--- src/rtl/product_accumulator.sv ---
// product_accumulator: sums BATCH_LEN 8-bit multiplier products into a
// saturating ACC_W-bit accumulator, then streams the sum out LSB byte first.
module product_accumulator #(
  parameter int BATCH_LEN = 4,   // products per batch, 1..255
  parameter int ACC_W     = 16   // accumulator width, multiple of 8, >= 8
) (
  input  logic       clk,
  input  logic       rst_n,
  input  logic       ena,
  input  logic       clear,
  input  logic       in_valid,
  output logic       in_ready,
  input  logic [7:0] in_product,
  input  logic       in_signed,
  output logic       out_valid,
  input  logic       out_ready,
  output logic [7:0] out_byte,
  output logic       out_last,
  output logic       overflow,
  output logic       busy
);

  localparam int NBYTES = ACC_W / 8;
  localparam int IDX_W  = (NBYTES > 1) ? $clog2(NBYTES) : 1;

  typedef enum logic {ACCUM, EMIT} state_t;

  state_t                 state, state_nxt;
  logic [ACC_W-1:0]       acc, acc_sum, ext;
  logic [ACC_W:0]         sum_w;
  logic [NBYTES-1:0][7:0] acc_b;
  logic [7:0]             cnt;
  logic [IDX_W-1:0]       idx;
  logic                   mode, ovf, clamp, eff_mode;
  logic                   accept, xfer, last_sample, last_byte;

  // The first sample of a batch decides the mode; later samples follow the latch.
  assign eff_mode    = (cnt == 8'd0) ? in_signed : mode;
  assign accept      = in_valid & in_ready;
  assign xfer        = ena & out_valid & out_ready;
  assign last_sample = (cnt == 8'(BATCH_LEN - 1));
  assign last_byte   = (idx == IDX_W'(NBYTES - 1));
  assign acc_b       = acc;

  // Extend the product, add one bit wider than the accumulator, clamp on overflow.
  always_comb begin
    ext      = {ACC_W{eff_mode & in_product[7]}};
    ext[7:0] = in_product;
    if (eff_mode) sum_w = {acc[ACC_W-1], acc} + {ext[ACC_W-1], ext};
    else          sum_w = {1'b0, acc} + {1'b0, ext};
    clamp   = eff_mode ? (sum_w[ACC_W] ^ sum_w[ACC_W-1]) : sum_w[ACC_W];
    acc_sum = sum_w[ACC_W-1:0];
    if (clamp) begin
      // Signed: the carry-out bit tells which rail was crossed.
      if (eff_mode) acc_sum = {sum_w[ACC_W], {(ACC_W-1){~sum_w[ACC_W]}}};
      else          acc_sum = '1;
    end
  end

  // State register.
  always_ff @(posedge clk) begin
    if (!rst_n) state <= ACCUM;
    else        state <= state_nxt;
  end

  // Next-state and state-decoded outputs; in_ready is the only path from ena.
  always_comb begin
    state_nxt = state;
    in_ready  = 1'b0;
    out_valid = 1'b0;
    out_byte  = 8'h00;
    out_last  = 1'b0;
    overflow  = 1'b0;
    busy      = (cnt != 8'd0);
    case (state)
      ACCUM: begin
        in_ready = ena;
        if (ena && !clear && accept && last_sample) state_nxt = EMIT;
      end
      EMIT: begin
        busy      = 1'b1;
        out_valid = 1'b1;
        out_byte  = acc_b[idx];
        out_last  = last_byte;
        overflow  = ovf;
        if (!clear && xfer && last_byte) state_nxt = ACCUM;
      end
      default: state_nxt = ACCUM;
    endcase
    if (clear) state_nxt = ACCUM;
  end

  // Accumulator, sample count, byte index, latched mode and sticky overflow.
  always_ff @(posedge clk) begin
    if (!rst_n || clear) begin
      acc  <= '0;
      cnt  <= 8'd0;
      idx  <= '0;
      mode <= 1'b0;
      ovf  <= 1'b0;
    end else if (ena) begin
      if (accept) begin
        acc <= acc_sum;
        ovf <= ovf | clamp;
        cnt <= cnt + 8'd1;
        if (cnt == 8'd0) mode <= in_signed;
        if (last_sample) idx <= '0;
      end
      if (xfer) begin
        if (last_byte) begin
          acc  <= '0;
          cnt  <= 8'd0;
          idx  <= '0;
          mode <= 1'b0;
          ovf  <= 1'b0;
        end else begin
          idx <= idx + 1'b1;
        end
      end
    end
  end

endmodule

--- config.mk ---
export PLATFORM = sky130hd
export DESIGN_NAME = product_accumulator
export DESIGN_NICKNAME = d
export VERILOG_FILES = /design/src/rtl/product_accumulator.sv
export SDC_FILE = /design/constraint.sdc
export NUM_CORES = 1
export LEC_CHECK = 0
export ABC_AREA = 0
export ABC_CLOCK_PERIOD_IN_PS = 6900
export CAP_MARGIN = 20
export CORE_MARGIN = 3
export CORE_UTILIZATION = 45
export DETAILED_ROUTE_END_ITERATION = 10
export PLACE_DENSITY = 0.79
export SYNTH_ARGS = -nofsm -noshare
export SYNTH_HDL_FRONTEND = slang
export SYNTH_SLANG_ARGS = --single-unit
--- constraint.sdc ---
create_clock -name clk -period 6.9 [get_ports clk]
set_input_delay 2.07 -clock clk [delete_from_list [all_inputs] [get_ports clk]]
set_output_delay 2.07 -clock clk [all_outputs]
set_load 0.01 [all_outputs]
* Word-level counts from Yosys, hierarchy flattened
Cells that the tools add are included.
** Storage, ports and cells
- Bits in registers :: 28
- Word-level logic and storage cells :: 67
** Cells by class
- Add/subtract/negate cells :: 4
- Magnitude comparators :: 1
- Equality and inequality tests :: 1
- Mux-type cells :: 32
- Bitwise gates (word level) :: 9
- Reductions and logical operators :: 14
** Operators by type and width (count)
- 16-bit 2-to-1 mux :: 5
- 8-bit 2-to-1 mux :: 6
- 1-bit 2-to-1 mux :: 19
- 16-bit by 16-bit adder with 17-bit output :: 1
- 16-bit by 9-bit adder with 17-bit output :: 1
- 17-bit 2-to-1 mux :: 1
- 8-bit by 1-bit adder with 8-bit output, second input constant :: 1
- 8-bit by 2-bit equality test with 1-bit output, second input constant :: 1
- 8-bit logical NOT :: 1
- 8-bit nonzero test :: 1
- 1-bit logical AND :: 5
- 1-bit AND :: 4
- 2-bit nonzero test :: 2
- 1-bit NOT :: 3
- 3-bit AND reduction :: 1
- 1-bit logical NOT :: 2
- 1-bit by 2-bit less-than comparator with 1-bit output, second input constant :: 1
- 1-bit one-hot mux with 2 select lines :: 1
- 2-bit OR reduction :: 1
- 1-bit adder, second input constant :: 1
- 1-bit logical OR :: 1
- 1-bit bitwise OR :: 1
- 1-bit bitwise XOR :: 1

* Depth between registers and ports, before layout
- Depth in word-level cells :: 11
- Mapped depth :: 16

* Least setup slack after synthesis
No wires, ideal clock.
- Kind :: in2out
- Start point :: input port ena
- End point :: output port in_ready
- Arrival :: 2580 ps
- Required time :: 4830 ps
- Path slack :: 2250 ps
- Stages :: 2
- Buffers on the path :: 1
- Cell sequence :: clkbuf_1 > nor2b_1
** On the way
- Word-level cells in the longest chain between the ends :: 1
** Ends and longest elaborated chain
- start, declared :: RTL line 9 : input logic ena,
- 1-bit 2-to-1 mux :: RTL line 75 : case (state)
- end, declared :: RTL line 12 : output logic in_ready,
No other way between the ends.

* Final worst setup path
- Start point :: input port in_product[7]
- End point :: register acc[9]
** On the way
- Word-level cells in the longest chain between the ends :: 9
** Ends and longest elaborated chain
- start, declared :: RTL line 13 : input logic [7:0] in_product,
- 1-bit AND :: RTL line 47 : ext = {ACC_W{eff_mode & in_product[7]}};
- 16-bit by 16-bit adder with 17-bit output / 16-bit by 9-bit adder with 17-bit output (equally long branches) :: RTL line 50, 49
- 17-bit 2-to-1 mux (*) :: RTL line 49 : if (eff_mode) sum_w = {acc[ACC_W-1], acc} + {ext[ACC_W-1], ext};
- 1-bit bitwise XOR / 1-bit NOT (equally long branches) :: RTL line 51, 55
- 1-bit 2-to-1 mux / 16-bit 2-to-1 mux (equally long branches) :: RTL line 51, 55
- 16-bit 2-to-1 mux (*) :: RTL line 53 : if (clamp) begin
- 16-bit 2-to-1 mux (*) :: RTL line 102 : if (accept) begin
- 16-bit 2-to-1 mux :: RTL line 110 : if (last_byte) begin
- 16-bit 2-to-1 mux (*) :: RTL line 109 : if (xfer) begin
- end signal, assigned :: RTL line 103 : acc <= acc_sum;
- end, declared :: RTL line 29 : logic [ACC_W-1:0] acc, acc_sum, ext;
Every way passes the cells marked *; elsewhere a longest branch is shown, timed or not.
A chain may end at the register's enable or synchronous reset.

==> impl_metrics.csv <==
group,metric,value,unit
die,die-area,6020,sq um
detailed_routing,route.detailed.wl_per_inst,15.9,um
timing,fin_skew,0.00355,ns
synthesis,synth_cells,292,
die,design.core.area,4850,sq um
grt,grt_overflow,0,
worst_setup_path,endpoint,"acc[9]",
synthesis,yosysWarnings,0,
timing,tightest_slew,0.802,ns
die,io-pin-count,28,
outcome,outcome,"completed",
clocking,cts_hold_buf,0,
worst_setup_path,cp.required,7.11,ns
final_layout,drive_gt1_frac,0.0707,
clocking,cts_tree,"yes",
timing,fmax,171,MHz
final_layout,nets,340,
synthesis,ys_seq_elements,28,
timing,setup_viol,0,
timing,relSlewSlack,0.465,
grt,antenna_found_initial,0,
worst_setup_path,cp.arrival,6.04,ns
synthesis,syn_area,2300,sq um
synthesis,synth.area.top_cells,"dfxtp_1, ha_1, o21ai_0, a21oi_1, nor2_1",
grt,track_usage,0.197,
grt,grt_pass1_vias,2127,
grt,grt_pass1_wl,9840,um
final_layout,antenna_cells,0,
detailed_routing,vias,2263,
synthesis,yosysTopAreaCellShare,0.243,
worst_setup_path,reg2reg_depth,13,
worst_hold_path,hold_start,"ovf",
worst_setup_path,endpoint_kind,"flop",
final_layout,fillers,456,
detailed_routing,ant_nets,0,
synthesis,synth_edf_count,0,
power,irDropWorstVdd,82.1,uV
run,drv_cap,0,
worst_setup_path,path_max_fanout,16,
detailed_routing,first_iter_violations,250,
clocking,clockBufferDepth,2,
worst_setup_path,ff2ff_setup_slack,2.27,ns
synthesis,synth_ff_type,"dfxtp_1",
worst_hold_path,hold_path.class,"flop to flop",
timing,fin_tns_setup,0,ns
place,numPortBuffers,27,
synthesis,yosysTopAreaCell,"dfxtp_1",
final_layout,area_growth,15.7,%
synthesis,syn-mean-instance-area,7.89,sq um
detailed_routing,routed_wl,6010,um
die,num_rows,25,
clocking,clk_pin_slew,0.10,ns
clocking,post_cts_buffers,0,
clocking,numClockSinks,28,
worst_setup_path,cp-start-kind,"input port",
synthesis,synthArstFlopShare,0,
worst_setup_path,criticalPathCategory,"input port to flop",
die,initial_utilization,0.475,
clocking,htreeDepth,1,
clocking,cts_buffers,3,
synthesis,yosysSeqAreaShare,0.243,
clocking,clk_latency,0.29,ns
worst_setup_path,cp-startpoint,"in_product[7]",
detailed_routing,firstDrtPassIters,5,
detailed_routing,via_per_inst,5.99,
die,die_w,77.6,um
detailed_routing,drc_errors,0,
timing,slew_viol_final,0,
place,dp_hpwl,4340,um
synthesis,yosys.cell_count.top_type,"nor2_1",
worst_setup_path,r2r_start,"cnt[0]",
place,dp_worst_setup_slack,0.876,ns
die,die_h,77.6,um
timing,timing.final.crit_share,0.846,
timing,layout_setup_ws,1.07,ns
power,p_per_area,143,nW/um^2
synthesis,synth.top_cells.by_count,"nor2_1, dfxtp_1, o21ai_0, nand2_1, a21oi_1",
timing,rsz0062_at_grt,"no",
timing,fin_crit,5.83,ns
power,power.leakage,0.000985,uW
synthesis,synth_cell_types,58,
grt,grt_max_degree,22,
synthesis,synth.net_count,320,
place,gp_congestion,0.881,
clocking,root_buffer,"clkbuf_8",
worst_setup_path,worstReg2RegEnd,"acc[9]",
timing,final-hold-violation-count,0,
clocking,ctsResizeCount,0,
report_power, final:
| group | switching (uW) | total (uW) | internal, uW |
|---|---|---|---|
| logic | 44.3 | 77.0 | 32.7 |
| registers | 4.97 | 170 | 165 |
| clock network | 57.7 | 136 | 77.9 |
| total | 107 | 383 | 276 |
per-stage QoR:
step           std cells  hold slack (ns)  instance area [sq um]  power [uW]   util
6_report             378            0.486                   2670         383  0.550
5_1_grt              378            0.509                   2670         398  0.550
4_1_cts              378            0.497                   2670         384  0.550
3_5_place_dp         374            0.471                   2590         249  0.535
3_3_place_gp         374            0.460                   2590         247  0.535
2_1_floorplan        292            0.432                   2300         227      -
sequential cells by signal, summed over array words and instances, names as in the netlist:
register and flops:
idx 1, ovf 1, cnt 8, mode 1
state 1, acc 16
logic make-up after synthesis:
family / after synthesis / synth area share
simple gates: 98 / 0.224
xor+xnor: 17 / 0.0646
mux: 10 / 0.0434
compound gates: 103 / 0.305
fa+ha+maj: 13 / 0.0738
flops: 28 / 0.243
buf+inv: 23 / 0.0456
worst max-delay path, stage by stage:
cell             delay [ns]
clkdlybuf4s50_1        0.60
nand2_1                0.13
nor3_4                 0.23
nor2_4                 0.11
inv_2                  0.18
ha_1                   0.30
a21oi_1                0.48
a21boi_0               0.49
o21ai_0                0.27
a211oi_4               0.71
o21ai_1                0.18
a221oi_2               0.28
per-layer routing:
layer  wire, um  GRT usage
met1       2720      0.262
met2       2870      0.324
met3        279     0.0278
met4        144     0.0730
met5          0          0
cell type report:
type                    count  area (sq um)  area share
clock buffers               3          41.3      0.0155
inverters                  11          41.3      0.0155
clock inverters             1          30.0      0.0113
well taps                  67          83.8      0.0314
flip-flops and latches     28           561       0.210
repair buffers             27           270       0.101
multi-input cells         241          1640       0.615
placed cells by master (no fill, tap or decap), types with 3 or more instances in the layout:
cell type and n:
nand2_1 26, a211oi_1 6, nor3_4 3, o211ai_1 4, o31ai_1 3, xor2_1 7
nor3_1 3, dfxtp_1 28, nor2b_1 3, a21oi_1 23, o21ai_0 28, nor2_1 29
nand3_1 8, clkbuf_8 3, ha_1 12, mux2i_1 10, or4_1 3, inv_1 9
clkdlybuf4s50_1 27, xnor2_1 10, and2_1 6, o21ai_1 12, nand4_1 3
worst min-delay path by stage:
| stage | endpoint | depth (start not counted) | slack, ns |
|---|---|---|---|
| 6_report | ovf | 1 | 0.49 |
| 5_1_grt | ovf | 1 | 0.51 |
| 4_1_cts | ovf | 1 | 0.50 |
| 3_5_place_dp | ovf | 1 | 0.47 |
| 3_3_place_gp | ovf | 1 | 0.46 |
| 2_1_floorplan | ovf | 1 | 0.43 |
Power figures use the tool's default switching activity.
